## src/rtl/cpu_pkg.sv

```systemverilog
// Shared CPU front-end constants: instruction width, nop, reset PC and fetch FSM encoding.
package cpu_pkg;

  localparam int unsigned XLEN = 32;

  localparam logic [XLEN-1:0] NOP_INSTR        = 32'h0000_0000;
  localparam logic [XLEN-1:0] RESET_PC_DEFAULT = 32'h0000_0000;

  localparam logic [1:0] ST_ISSUE = 2'd0;
  localparam logic [1:0] ST_WAIT  = 2'd1;
  localparam logic [1:0] ST_HOLD  = 2'd2;
  localparam logic [1:0] ST_DRAIN = 2'd3;

  typedef struct packed {
    logic [XLEN-1:0] instr;
    logic [XLEN-1:0] pc_plus4;
  } ifid_t;

  // Instruction addresses are word aligned; low two bits are always dropped.
  function automatic logic [XLEN-1:0] pc_align(input logic [XLEN-1:0] a);
    return a & ~XLEN'(3);
  endfunction

endpackage

```

## src/rtl/fetch_stage_if.sv

```systemverilog
// Instruction-memory read port: single outstanding request, variable-latency response.
interface fetch_stage_if;
  import cpu_pkg::*;

  logic            imem_req;
  logic [XLEN-1:0] imem_addr;
  logic            imem_rvalid;
  logic [XLEN-1:0] imem_rdata;

  modport master (output imem_req, output imem_addr, input imem_rvalid, input imem_rdata);
  modport slave  (input imem_req, input imem_addr, output imem_rvalid, output imem_rdata);

endinterface

```

## src/rtl/if_id_reg.sv

```systemverilog
// IF/ID pipeline register with stall/squash, plus the one-entry buffer used while decode stalls.
module if_id_reg
  import cpu_pkg::*;
(
  input  logic            clk,
  input  logic            reset,
  input  logic            i_stall,
  input  logic            i_deliver,
  input  logic            i_from_buf,
  input  logic            i_buf_load,
  input  logic [XLEN-1:0] i_rdata,
  input  logic [XLEN-1:0] i_pc_plus4,
  output logic [XLEN-1:0] o_instr,
  output logic [XLEN-1:0] o_pc_plus4,
  output logic            o_valid
);

  logic [XLEN-1:0] r_buf;
  ifid_t           r_ifid;
  logic            r_valid;
  logic [XLEN-1:0] w_instr_in;

  assign w_instr_in = i_from_buf ? r_buf : i_rdata;

  always_ff @(posedge clk) begin
    if (reset) begin
      r_buf <= NOP_INSTR;
    end else if (i_buf_load) begin
      r_buf <= i_rdata;
    end
  end

  // Without a delivery the slot becomes a bubble; PC+4 is kept for debug visibility.
  always_ff @(posedge clk) begin
    if (reset) begin
      r_ifid.instr    <= NOP_INSTR;
      r_ifid.pc_plus4 <= '0;
      r_valid         <= 1'b0;
    end else if (i_stall) begin
      r_ifid  <= r_ifid;
      r_valid <= r_valid;
    end else if (i_deliver) begin
      r_ifid.instr    <= w_instr_in;
      r_ifid.pc_plus4 <= i_pc_plus4;
      r_valid         <= 1'b1;
    end else begin
      r_ifid.instr <= NOP_INSTR;
      r_valid      <= 1'b0;
    end
  end

  assign o_instr    = r_ifid.instr;
  assign o_pc_plus4 = r_ifid.pc_plus4;
  assign o_valid    = r_valid;

endmodule

```

## src/rtl/fetch_stage.sv

```systemverilog
// IF stage: owns the PC, issues one-outstanding imem reads and feeds the IF/ID register.
module fetch_stage
  import cpu_pkg::*;
#(
  parameter logic [XLEN-1:0] RESET_PC = RESET_PC_DEFAULT
) (
  input  logic            clk,
  input  logic            reset,
  input  logic            StallF,
  input  logic            StallD,
  input  logic            PCSrcD,
  input  logic [XLEN-1:0] PCBranchD,
  fetch_stage_if.master   imem,
  output logic [XLEN-1:0] InstrD,
  output logic [XLEN-1:0] PCPlus4D,
  output logic            ValidD,
  output logic            FetchWait
);

  logic [1:0]      r_state;
  logic [1:0]      w_state_nxt;
  logic [XLEN-1:0] r_pc;
  logic [XLEN-1:0] w_pc_nxt;
  logic [XLEN-1:0] w_pc_plus4;
  logic [XLEN-1:0] w_target;
  logic            w_redirect;
  logic            w_req;
  logic            w_deliver;
  logic            w_from_buf;
  logic            w_buf_load;

  // A stalled decode stage cannot act on its branch outcome yet.
  assign w_redirect = PCSrcD & ~StallD;
  assign w_pc_plus4 = r_pc + XLEN'(4);
  assign w_target   = pc_align(PCBranchD);

  always_ff @(posedge clk) begin
    if (reset) begin
      r_state <= ST_ISSUE;
      r_pc    <= pc_align(RESET_PC);
    end else begin
      r_state <= w_state_nxt;
      r_pc    <= w_pc_nxt;
    end
  end

  always_comb begin
    w_state_nxt = r_state;
    w_pc_nxt    = r_pc;
    w_req       = 1'b0;
    w_deliver   = 1'b0;
    w_from_buf  = 1'b0;
    w_buf_load  = 1'b0;
    case (r_state)
      ST_ISSUE: begin
        if (w_redirect) begin
          w_pc_nxt = w_target;
        end else if (!StallF) begin
          w_req       = 1'b1;
          w_state_nxt = ST_WAIT;
        end
      end
      ST_WAIT: begin
        if (imem.imem_rvalid) begin
          if (w_redirect) begin
            w_pc_nxt    = w_target;
            w_state_nxt = ST_ISSUE;
          end else if (!StallD) begin
            w_deliver   = 1'b1;
            w_pc_nxt    = w_pc_plus4;
            w_state_nxt = ST_ISSUE;
          end else begin
            w_buf_load  = 1'b1;
            w_state_nxt = ST_HOLD;
          end
        end else if (w_redirect) begin
          w_pc_nxt    = w_target;
          w_state_nxt = ST_DRAIN;
        end
      end
      ST_HOLD: begin
        if (w_redirect) begin
          w_pc_nxt    = w_target;
          w_state_nxt = ST_ISSUE;
        end else if (!StallD) begin
          w_deliver   = 1'b1;
          w_from_buf  = 1'b1;
          w_pc_nxt    = w_pc_plus4;
          w_state_nxt = ST_ISSUE;
        end
      end
      ST_DRAIN: begin
        // The stale response still has to be absorbed before a new request may go out.
        if (w_redirect) begin
          w_pc_nxt = w_target;
        end
        if (imem.imem_rvalid) begin
          w_state_nxt = ST_ISSUE;
        end
      end
      default: begin
        w_state_nxt = ST_ISSUE;
      end
    endcase
  end

  assign imem.imem_req  = w_req & ~reset;
  assign imem.imem_addr = r_pc;
  assign FetchWait      = (r_state != ST_HOLD) & ~w_deliver;

  if_id_reg u_if_id_reg (
    .clk        (clk),
    .reset      (reset),
    .i_stall    (StallD),
    .i_deliver  (w_deliver),
    .i_from_buf (w_from_buf),
    .i_buf_load (w_buf_load),
    .i_rdata    (imem.imem_rdata),
    .i_pc_plus4 (w_pc_plus4),
    .o_instr    (InstrD),
    .o_pc_plus4 (PCPlus4D),
    .o_valid    (ValidD)
  );

endmodule
```

## src/flat_wrapper.sv

```systemverilog
// flat-port wrapper written by rule: the top's interface ports become plain ports
module fetch_stage_flat import cpu_pkg::*;
#(
  parameter logic [XLEN-1:0] RESET_PC = RESET_PC_DEFAULT
)
  (clk, reset, StallF, StallD, PCSrcD, PCBranchD, InstrD, PCPlus4D, ValidD, FetchWait, imem_imem_req, imem_imem_addr, imem_imem_rvalid, imem_imem_rdata);
  fetch_stage_if imem_i ();
  input  logic clk;
  input  logic reset;
  input  logic StallF;
  input  logic StallD;
  input  logic PCSrcD;
  input  logic [XLEN-1:0] PCBranchD;
  output logic [XLEN-1:0] InstrD;
  output logic [XLEN-1:0] PCPlus4D;
  output logic ValidD;
  output logic FetchWait;
  output wire logic [$bits(imem_i.imem_req)-1:0] imem_imem_req;
  output wire logic [$bits(imem_i.imem_addr)-1:0] imem_imem_addr;
  input wire logic [$bits(imem_i.imem_rvalid)-1:0] imem_imem_rvalid;
  input wire logic [$bits(imem_i.imem_rdata)-1:0] imem_imem_rdata;
  assign imem_imem_req = imem_i.imem_req;
  assign imem_imem_addr = imem_i.imem_addr;
  assign imem_i.imem_rvalid = imem_imem_rvalid;
  assign imem_i.imem_rdata = imem_imem_rdata;
  fetch_stage #(.RESET_PC(RESET_PC)) u_core (.clk(clk), .reset(reset), .StallF(StallF), .StallD(StallD), .PCSrcD(PCSrcD), .PCBranchD(PCBranchD), .imem(imem_i), .InstrD(InstrD), .PCPlus4D(PCPlus4D), .ValidD(ValidD), .FetchWait(FetchWait));
endmodule
```

## config.mk

```make
export PLATFORM = sky130hd
export DESIGN_NAME = fetch_stage_flat
export DESIGN_NICKNAME = d
export VERILOG_FILES = /design/src/rtl/cpu_pkg.sv /design/src/rtl/fetch_stage_if.sv /design/src/rtl/if_id_reg.sv /design/src/rtl/fetch_stage.sv /design/src/flat_wrapper.sv
export SDC_FILE = /design/constraint.sdc
export NUM_CORES = 1
export LEC_CHECK = 0
export BUFFER_PORTS_ARGS = -buffer_cell sky130_fd_sc_hd__buf_2
export CAP_MARGIN = 10
export CORE_MARGIN = 1.5
export CORE_UTILIZATION = 55
export CTS_BUF_LIST = sky130_fd_sc_hd__clkbuf_16
export CTS_CLUSTER_DIAMETER = 30
export CTS_CLUSTER_SIZE = 25
export DETAILED_ROUTE_END_ITERATION = 16
export HOLD_SLACK_MARGIN = 0.02
export PLACE_DENSITY_LB_ADDON = 0.1
export RECOVER_POWER = 100
export SYNTH_ARGS = -nofsm -noshare
export SYNTH_HDL_FRONTEND = slang
export SYNTH_SLANG_ARGS = --single-unit
```

## constraint.sdc

```tcl
create_clock -name clk -period 4.3 [get_ports clk]
set_input_delay 0 -clock clk [delete_from_list [all_inputs] [get_ports clk]]
set_output_delay 0 -clock clk [all_outputs]
set_load 0.005 [all_outputs]
```

==> results of run 1 <==
[layer usage]
layer,part of all wire,vias up,wire [um],global-route usage
met3,0.080,57,1500,0.0873
li1,-,2993,-,-
met1,0.40,3003,7440,0.366
met4,0.027,0,499,0.152
met5,0,-,0,0
met2,0.49,303,9200,0.538
[per-stage QoR]
step / utilization / setup slack, ps
3_3_place_gp: 0.640 / 1410
2_1_floorplan: - / 2140
3_5_place_dp: 0.640 / 1300
5_1_grt: 0.735 / 738
4_1_cts: 0.744 / 1270
6_report: 0.735 / 1100
[flip-flops by register name, summed over array words and instances, names as in the netlist]
signal	count
u_core.r_state	2
u_core.u_if_id_reg.o_pc_plus4	32
u_core.u_if_id_reg.o_instr	32
u_core.u_if_id_reg.r_buf	32
u_core.u_if_id_reg.o_valid	1
u_core.imem.imem_addr	32
[logic make-up after synthesis]
logic type | count (synthesis) | synth area share
DFF | 131 | 0.423
muxes | 45 | 0.0800
AOI/OAI and AO/OA | 179 | 0.196
xor gates and xnor gates | 27 | 0.0382
and+or+nand+nor | 270 | 0.198
buffers and inverters | 68 | 0.0527
adders and majority gates | 6 | 0.0121
[power by group through the flow]
stage               Sequential [W]  Clock, W  Combinational (W)
floorplan                  0.00132         0           0.000262
detailed placement         0.00134         0           0.000381
CTS                        0.00132   0.00128           0.000428
global route               0.00133   0.00134           0.000471
finish                     0.00132   0.00127           0.000430
global placement           0.00134         0           0.000372
[placed cells by master, fill, tap and decap left out, types with 3 or more instances in the layout]
master	instances
a31oi_1	6
o21ai_0	17
nor2_1	100
o221ai_1	3
mux2i_1	9
clkinv_2	4
o22ai_1	7
inv_1	13
clkinv_1	3
nor3_1	10
dlygate4sd3_1	62
or3_1	6
nand2_1	90
and3_1	8
a21oi_1	47
nand3_1	24
o211ai_1	3
xnor2_1	12
mux2_2	35
clkbuf_1	63
a22oi_1	38
a21o_1	4
dfxtp_1	131
buf_2	103
ha_1	5
a211oi_1	31
a221oi_1	4
buf_4	5
clkbuf_16	17
nand4_1	13
xor2_1	15
[tightest hold or removal path, delay by kind of cell]
family	cells	cell delay [ps]
compound gates	2	200
buf+inv	1	70
mux	1	130
[path summary, 6_finish.rpt]
check	from	to	slack (ps)	cells past startpoint
hold / removal	PCBranchD[21]	u_core.imem.imem_addr[21]	30	4
setup / recovery	u_core.r_state[0]	u_core.u_if_id_reg.o_pc_plus4[23]	1100	7
hold reg to reg	u_core.u_if_id_reg.r_buf[4]	u_core.u_if_id_reg.r_buf[4]	450	2
setup reg to reg	u_core.r_state[0]	u_core.u_if_id_reg.o_pc_plus4[23]	1100	7
[cell type report]
class	instances	area [um2]	share of cell area
clock buffer	17	425	0.0531
clock inverter	13	83.8	0.0105
inverter	9	33.8	0.00422
multi-input combinational	527	3250	0.406
sequential	131	2620	0.328
tap	140	175	0.0219
timing repair buffer	234	1420	0.177
[what timing repair did]
item	4_1_cts	5_1_grt
hold buffers	62	0
setup endpoints to repair	0	0
endpoints found under the hold margin	94	0
==> impl_metrics.toml, run 1 <==
[placement]
gp_congestion = 0.901
place_area_mm2 = 0.00697
placed_cells = 979
post-dp-hpwl_um = 11600
port_buffers = 166

[outcome]
status = "complete, but fails checks"
violations = "max-capacitance violations, max-slew violations"

[synthesis]
synthTopCellsByArea = "dfxtp_1 (42%), mux2_2 (6.5%), nor2_1 (6.1%)"
synth.largest_area_cell = "dfxtp_1"
netlist_area_mm2 = 0.00619
synth_edf_count = 0
synth_cell_types = 61
ys.warnings.count = 0
synthCells = 726
synth.net_count = 802
synth_top_cell_area_share = 0.423
synth-seq-area-share = 0.423
synth_commonest_cells = "dfxtp_1 (131), nor2_1 (101), nand2_1 (90)"
async_flop_share = 0
avgSynthCellArea_um2 = 8.53
synth-main-ff-cell = "dfxtp_1"
synth.most_common_cell = "dfxtp_1"
ys_ff_latch = 131

[pwr]
ir_drop_mv = 0.294
power.density_mw_per_mm2 = 378
swShare = 0.267
total_power_w = 0.00302
comb_power_share = 0.142
internal_power_w = 0.00222
seq_power_share = 0.437
p_clk_frac = 0.421
netSwitchingPower_w = 0.000807
power_leakage_nw = 2.99

[floorplan]
coreArea_mm2 = 0.0109
ioPinCount = 169
dieArea_mm2 = 0.0119
start_util = 0.569
fp.dieW_um = 109
num_rows = 38
die_height_um = 109

[cts]
cts_buffers = 17
clk_latency_ps = 420
clk_pin_slew_ps = 60
cts.path.max_buffers = 2
cts_tree = "built"
clock_sinks = 131
clock-root-buffer = "clkbuf_16"
cts_resized = 0
cts_setup_buffers = 0
htreeDepth = 4

[route]
dr.pass1.iters = 7
avgRoutedWirePerCell_um = 17.4
ant_nets = 0
avgViaCountPerCell = 5.93
routed_wl_um = 18600
drcViolationCount = 0
vias = 6356
drt-initial-drc-count = 462

[timing]
layout_min_cycle_time_ps = 3200
rsz0062_at_grt = "false"
report.final.slew_viol_count = 33
timing.fmax_mhz = 312
setup_viol = 0
tns_ps = 0
hold_viol_final = 0
finalClockSkew_ps = 8.16
worst_slew_pin_slew_ps = 1550
relSlewSlack = -0.0348
holdWs_ps = 26.0
period_share = 0.745

[finish]
diodes = 0
final_area_mm2 = 0.00801
syn_to_final_growth_pct = 29.3
drive_above_1_share = 0.192
layout.nets = 996
fin_cells = 1071
num-fill-cells = 833

[critical_path]
cp_data_arrival_time_ps = 3530
slowest_delay_ps = 810
worstPathMaxFanout = 40
worst-path-buf-inv = 2
required_ps = 4630
worstSetupPathType = "reg -> reg"
worst_setup_path_end_kind = "flip-flop"
worstSetupStartpointType = "flip-flop"
cpMaxStageDelayCell = "ha_2"
crit_chain = "inv_1 -> ha_2 -> a21oi_1 -> nor2_4 -> clkbuf_2 -> nor2_1 -> a211oi_1"
path_delay_family = "buffers and inverters"

[global_route]
grt_pass1_wl_um = 29300
grt_start_max_net_pins = 71
antenna_found_initial = 0
grt_pass1_vias = 6100
track_usage = 0.317
gr-total-overflow = 0

[min_path]
min_path_type = "in -> reg"

[run]
cap_viol_max_count = 1
No activity file was read; power rests on OpenSTA's default activity.
==> run 2, diff against run 1 <==
--- a/config.mk
+++ b/config.mk
@@ -8,7 +8,7 @@
 export BUFFER_PORTS_ARGS = -buffer_cell sky130_fd_sc_hd__buf_2
 export CAP_MARGIN = 10
 export CORE_MARGIN = 1.5
-export CORE_UTILIZATION = 55
+export CORE_UTILIZATION = 48
 export CTS_BUF_LIST = sky130_fd_sc_hd__clkbuf_16
 export CTS_CLUSTER_DIAMETER = 30
 export CTS_CLUSTER_SIZE = 25
==> constraint.sdc (replaced) <==
create_clock -name clk -period 2.6 [get_ports clk]
set_input_delay 0 -clock clk [delete_from_list [all_inputs] [get_ports clk]]
set_output_delay 0 -clock clk [all_outputs]
set_load 0.005 [all_outputs]
==> impl_metrics.toml, run 2 (synthesis gave the netlist of run 1 again) <==
[critical_path]
slowest_delay_ps = 530
worst_setup_path_end_kind = "flip-flop"
worstSetupStartpointType = "flip-flop"
required_ps = 2930
worstPathMaxFanout = 10
worst-path-buf-inv = 2
cp_data_arrival_time_ps = 2760
r2r_slack_ps = 170
r2r-start = "u_core.r_state[1]"
path_delay_family = "compound AO/OA/AOI/OAI gates"
crit_chain = "inv_1 -> ha_1 -> mux2_1 -> a21oi_1 -> clkbuf_1 -> o211ai_1 -> a31oi_1"
worstSetupPathType = "reg -> reg"
crit_start = "u_core.r_state[1]"
cpMaxStageDelayCell = "mux2_1"

[global_route]
track_usage = 0.266
antenna_found_initial = 0
grt_start_max_net_pins = 71
grt_pass1_vias = 5709
grt_pass1_wl_um = 28100
gr-total-overflow = 0

[timing]
hold_viol_final = 0
setup_viol = 0
relSlewSlack = 0.382
layout_min_cycle_time_ps = 2430
worst_slew_pin_slew_ps = 927
tns_ps = 0
report.final.slew_viol_count = 0
holdWs_ps = 51.4
finalClockSkew_ps = 6.42
layout_setup_ws_ps = 174
rsz0062_at_grt = "false"
period_share = 0.933
timing.fmax_mhz = 412

[route]
avgRoutedWirePerCell_um = 16.4
ant_nets = 0
vias = 6239
drcViolationCount = 0
dr.pass1.iters = 5
avgViaCountPerCell = 5.58
drt-initial-drc-count = 390
routed_wl_um = 18400

[finish]
mostFrequentLayoutCells = "dfxtp_1 (131), nor2_1 (99), buf_2 (98)"
diodes = 0
multi_input_area_mm2 = 0.00325
ff_latch_area_mm2 = 0.00262
layout.nets = 1010
num-fill-cells = 1156
syn_to_final_growth_pct = 31.9
drive_above_1_share = 0.195
fin_cells = 1118
layout.cells.most_common = "dfxtp_1"

[run]
cap_viol_max_count = 0

[floorplan]
fp.dieW_um = 117
die_height_um = 117
start_util = 0.491
coreArea_mm2 = 0.0126
ioPinCount = 169
dieArea_mm2 = 0.0136
num_rows = 41

[placement]
dp_slack_ps = 148
gp_congestion = 0.878
post-dp-hpwl_um = 11900
placed_cells = 1025
port_buffers = 166

[cts]
clock_sinks = 131
clk_pin_slew_ps = 60
clk_latency_ps = 420
cts_tree = "built"
cts_buffers = 17
htreeDepth = 4
clock-root-buffer = "clkbuf_16"
cts_setup_buffers = 0
cts.path.max_buffers = 2

[pwr]
power_leakage_nw = 3.02
ir_drop_mv = 0.442
power.density_mw_per_mm2 = 631

[min_path]
min_path_type = "in -> reg"
hp-start = "PCBranchD[21]"

[outcome]
status = "completed"
-- run 2: cell count changes in the layout (fill, tap and decap cells not counted), sizes merged --
cell,change
clkbuf,+12
inv,-6
clkinv,+5
buf,+2
bufinv,+1
clkinvlp,+1
-- run 2: final cells by class --
type,count,share of cell area
clock buffers,17,0.0521
clock inverters,14,0.0149
inverters,9,0.00414
multi-input cells,527,0.397
flip-flops and latches,131,0.321
well taps,172,0.0263
repair buffers,248,0.184
-- run 2: worst paths after layout --
kind,end,depth (start not counted)
max,u_core.imem.imem_addr[30],7
min,u_core.imem.imem_addr[21],4
max reg2reg,u_core.imem.imem_addr[30],7
min reg2reg,u_core.u_if_id_reg.r_buf[30],2
-- run 2: worst register-to-register path, cell delays in order (launching register included) --
cell      delay, ps
dfxtp_1         330
inv_1           110
ha_1            420
mux2_1          530
a21oi_1         330
clkbuf_1        310
o211ai_1        140
a31oi_1         180
-- run 2: through the flow --
stage                util  area [um2]  total power, W
floorplan               -        6190         0.00262
global placement    0.565        7130         0.00287
detailed placement  0.565        7130         0.00289
CTS                 0.657        8290         0.00519
global route        0.647        8170         0.00535
finish              0.647        8170         0.00515
-- run 2: timing repair --
action | in CTS | in global routing
hold endpoints to repair | 95 | 0
resized for setup | 0 | 1
hold buffers | 62 | 0
setup endpoints to repair | 0 | 1
-- run 2: layer usage --
metal / GRT usage / vias up / routed length [um]
li1: - / 3037 / -
met1: 0.316 / 2954 / 7720
met2: 0.458 / 213 / 9130
met3: 0.0612 / 35 / 1070
met4: 0.119 / 0 / 442
met5: 0 / - / 0
-- run 2: power by group --
group / internal, W / switching, W / total (W) / leakage, nW
Clock: 0.00138 / 0.000860 / 0.00224 / 0.263
Sequential: 0.00209 / 0.0000837 / 0.00217 / 1.06
Combinational: 0.000329 / 0.000416 / 0.000745 / 1.70
==> run 3, diff against run 2 <==
--- a/config.mk
+++ b/config.mk
@@ -7,8 +7,10 @@
 export LEC_CHECK = 0
 export BUFFER_PORTS_ARGS = -buffer_cell sky130_fd_sc_hd__buf_2
 export CAP_MARGIN = 10
+export CELL_PAD_IN_SITES_DETAIL_PLACEMENT = 0
+export CELL_PAD_IN_SITES_GLOBAL_PLACEMENT = 1
 export CORE_MARGIN = 1.5
-export CORE_UTILIZATION = 48
+export CORE_UTILIZATION = 35
 export CTS_BUF_LIST = sky130_fd_sc_hd__clkbuf_16
 export CTS_CLUSTER_DIAMETER = 30
 export CTS_CLUSTER_SIZE = 25
@@ -16,6 +18,7 @@
 export HOLD_SLACK_MARGIN = 0.02
 export PLACE_DENSITY_LB_ADDON = 0.1
 export RECOVER_POWER = 100
+export SKIP_LAST_GASP = 1
 export SYNTH_ARGS = -nofsm -noshare
 export SYNTH_HDL_FRONTEND = slang
 export SYNTH_SLANG_ARGS = --single-unit
==> impl_metrics.toml, run 3 (synthesis gave the netlist of run 1 again) <==
[critical_path]
required_ps = 2910
r2r_slack_ps = 140
worst_setup_path_end_kind = "flip-flop"
worstSetupStartpointType = "flip-flop"
worstSetupPathType = "reg -> reg"
worstPathMaxFanout = 9
cp_data_arrival_time_ps = 2760

[placement]
place_area_mm2 = 0.00722
placed_cells = 1082
post-dp-hpwl_um = 12900
port_buffers = 166
gp_congestion = 0.830
dp_slack_ps = 253

[pwr]
p_clk_frac = 0.449
ir_drop_mv = 0.475
power.density_mw_per_mm2 = 639
netSwitchingPower_w = 0.00147
power_leakage_nw = 3.12
swShare = 0.277
comb_power_share = 0.143
seq_power_share = 0.408
internal_power_w = 0.00384

[finish]
num-fill-cells = 1750
layout.cells.most_common = "dfxtp_1"
diodes = 0
mostFrequentLayoutCells = "dfxtp_1 (131), buf_2 (118), nor2_1 (100)"
ff_latch_area_mm2 = 0.00262
drive_above_1_share = 0.223
syn_to_final_growth_pct = 34.2
fin_cells = 1176
final_area_mm2 = 0.00831
multi_input_area_mm2 = 0.00324
layout.nets = 1014
final_core_util = 0.481

[route]
ant_nets = 0
vias = 6135
drt-initial-drc-count = 305
wl_met2_um = 9630
wl_met3_um = 914
top_layer = "met4"
avgRoutedWirePerCell_um = 16.7
avgViaCountPerCell = 5.22
routed_wl_um = 19700
dr.pass1.iters = 5
drcViolationCount = 0
wl_met1_um = 8670

[cts]
clock_sinks = 131
cts_buffers = 17
htreeDepth = 4
cts_setup_buffers = 0
cts.path.max_buffers = 2
clk_pin_slew_ps = 60
cts_tree = "built"
clk_latency_ps = 420
clock-root-buffer = "clkbuf_16"

[timing]
period_share = 0.944
tns_ps = 0
report.final.slew_viol_count = 0
hold_viol_final = 0
layout_min_cycle_time_ps = 2460
finalClockSkew_ps = 8.03
relSlewSlack = 0.257
setup_viol = 0
timing.fmax_mhz = 407
rsz0062_at_grt = "false"
layout_setup_ws_ps = 144
worst_slew_pin_slew_ps = 1110

[min_path]
min_path_type = "in -> reg"

[floorplan]
coreArea_mm2 = 0.0173
fp.dieW_um = 136
die_height_um = 136
start_util = 0.358
ioPinCount = 169
num_rows = 48
dieArea_mm2 = 0.0185

[global_route]
grt_pass1_vias = 5871
antenna_found_initial = 0
track_usage = 0.214
gr-total-overflow = 0
grt_start_max_net_pins = 65
grt_pass1_wl_um = 30800

[outcome]
status = "completed"

[run]
cap_viol_max_count = 0
==> run 3: critical path, cell delays in order, from the launching register on <==
cell      delay [ps]
dfxtp_1          500
and4_4           300
nand4_1          180
or4_1            660
or4_1            450
a311oi_1         260
==> run 3: stage by stage <==
stage / hold WS [ps] / total power [W]
3_3_place_gp: 230 / 0.00290
5_1_grt: 60.0 / 0.00556
3_5_place_dp: 226 / 0.00292
6_report: 75.6 / 0.00531
2_1_floorplan: 33.4 / 0.00262
4_1_cts: 43.5 / 0.00540
==> run 3: path summary, 6_finish.rpt <==
path,from,end,cells past startpoint
max,u_core.imem.imem_addr[5],u_core.imem.imem_addr[28],5
max reg2reg,u_core.imem.imem_addr[5],u_core.imem.imem_addr[28],5
min reg2reg,u_core.u_if_id_reg.r_buf[16],u_core.u_if_id_reg.r_buf[16],2
min,PCBranchD[21],u_core.imem.imem_addr[21],4
==> run 3: layer usage <==
metal / up-vias / track usage
li1: 3031 / -
met4: 0 / 0.0745
met2: 160 / 0.368
met1: 2914 / 0.262
met3: 30 / 0.0447
met5: - / 0
==> run 3: what timing repair did <==
item                                    CTS  global route
endpoints found under the setup margin    0             1
gates resized for setup                   0             1
endpoints found under the hold margin    94             0
hold buffers                             62             0
==> run 3: final cells by class <==
cell class	instances	area share
Clock buffer	17	0.0512
Clock inverter	15	0.0188
Inverter	9	0.00406
Multi-Input combinational cell	527	0.390
Sequential cell	131	0.316
Tap cell	225	0.0339
Timing Repair Buffer	252	0.187
==> run 3: power by group through the flow <==
stage                     combinational (W)  clock [W]  sequential (W)
final                              0.000762    0.00239         0.00217
after floorplan                    0.000433          0         0.00219
after global routing               0.000842    0.00255         0.00218
after CTS                          0.000786    0.00245         0.00216
after global placement             0.000702          0         0.00220
after detailed placement           0.000710          0         0.00221
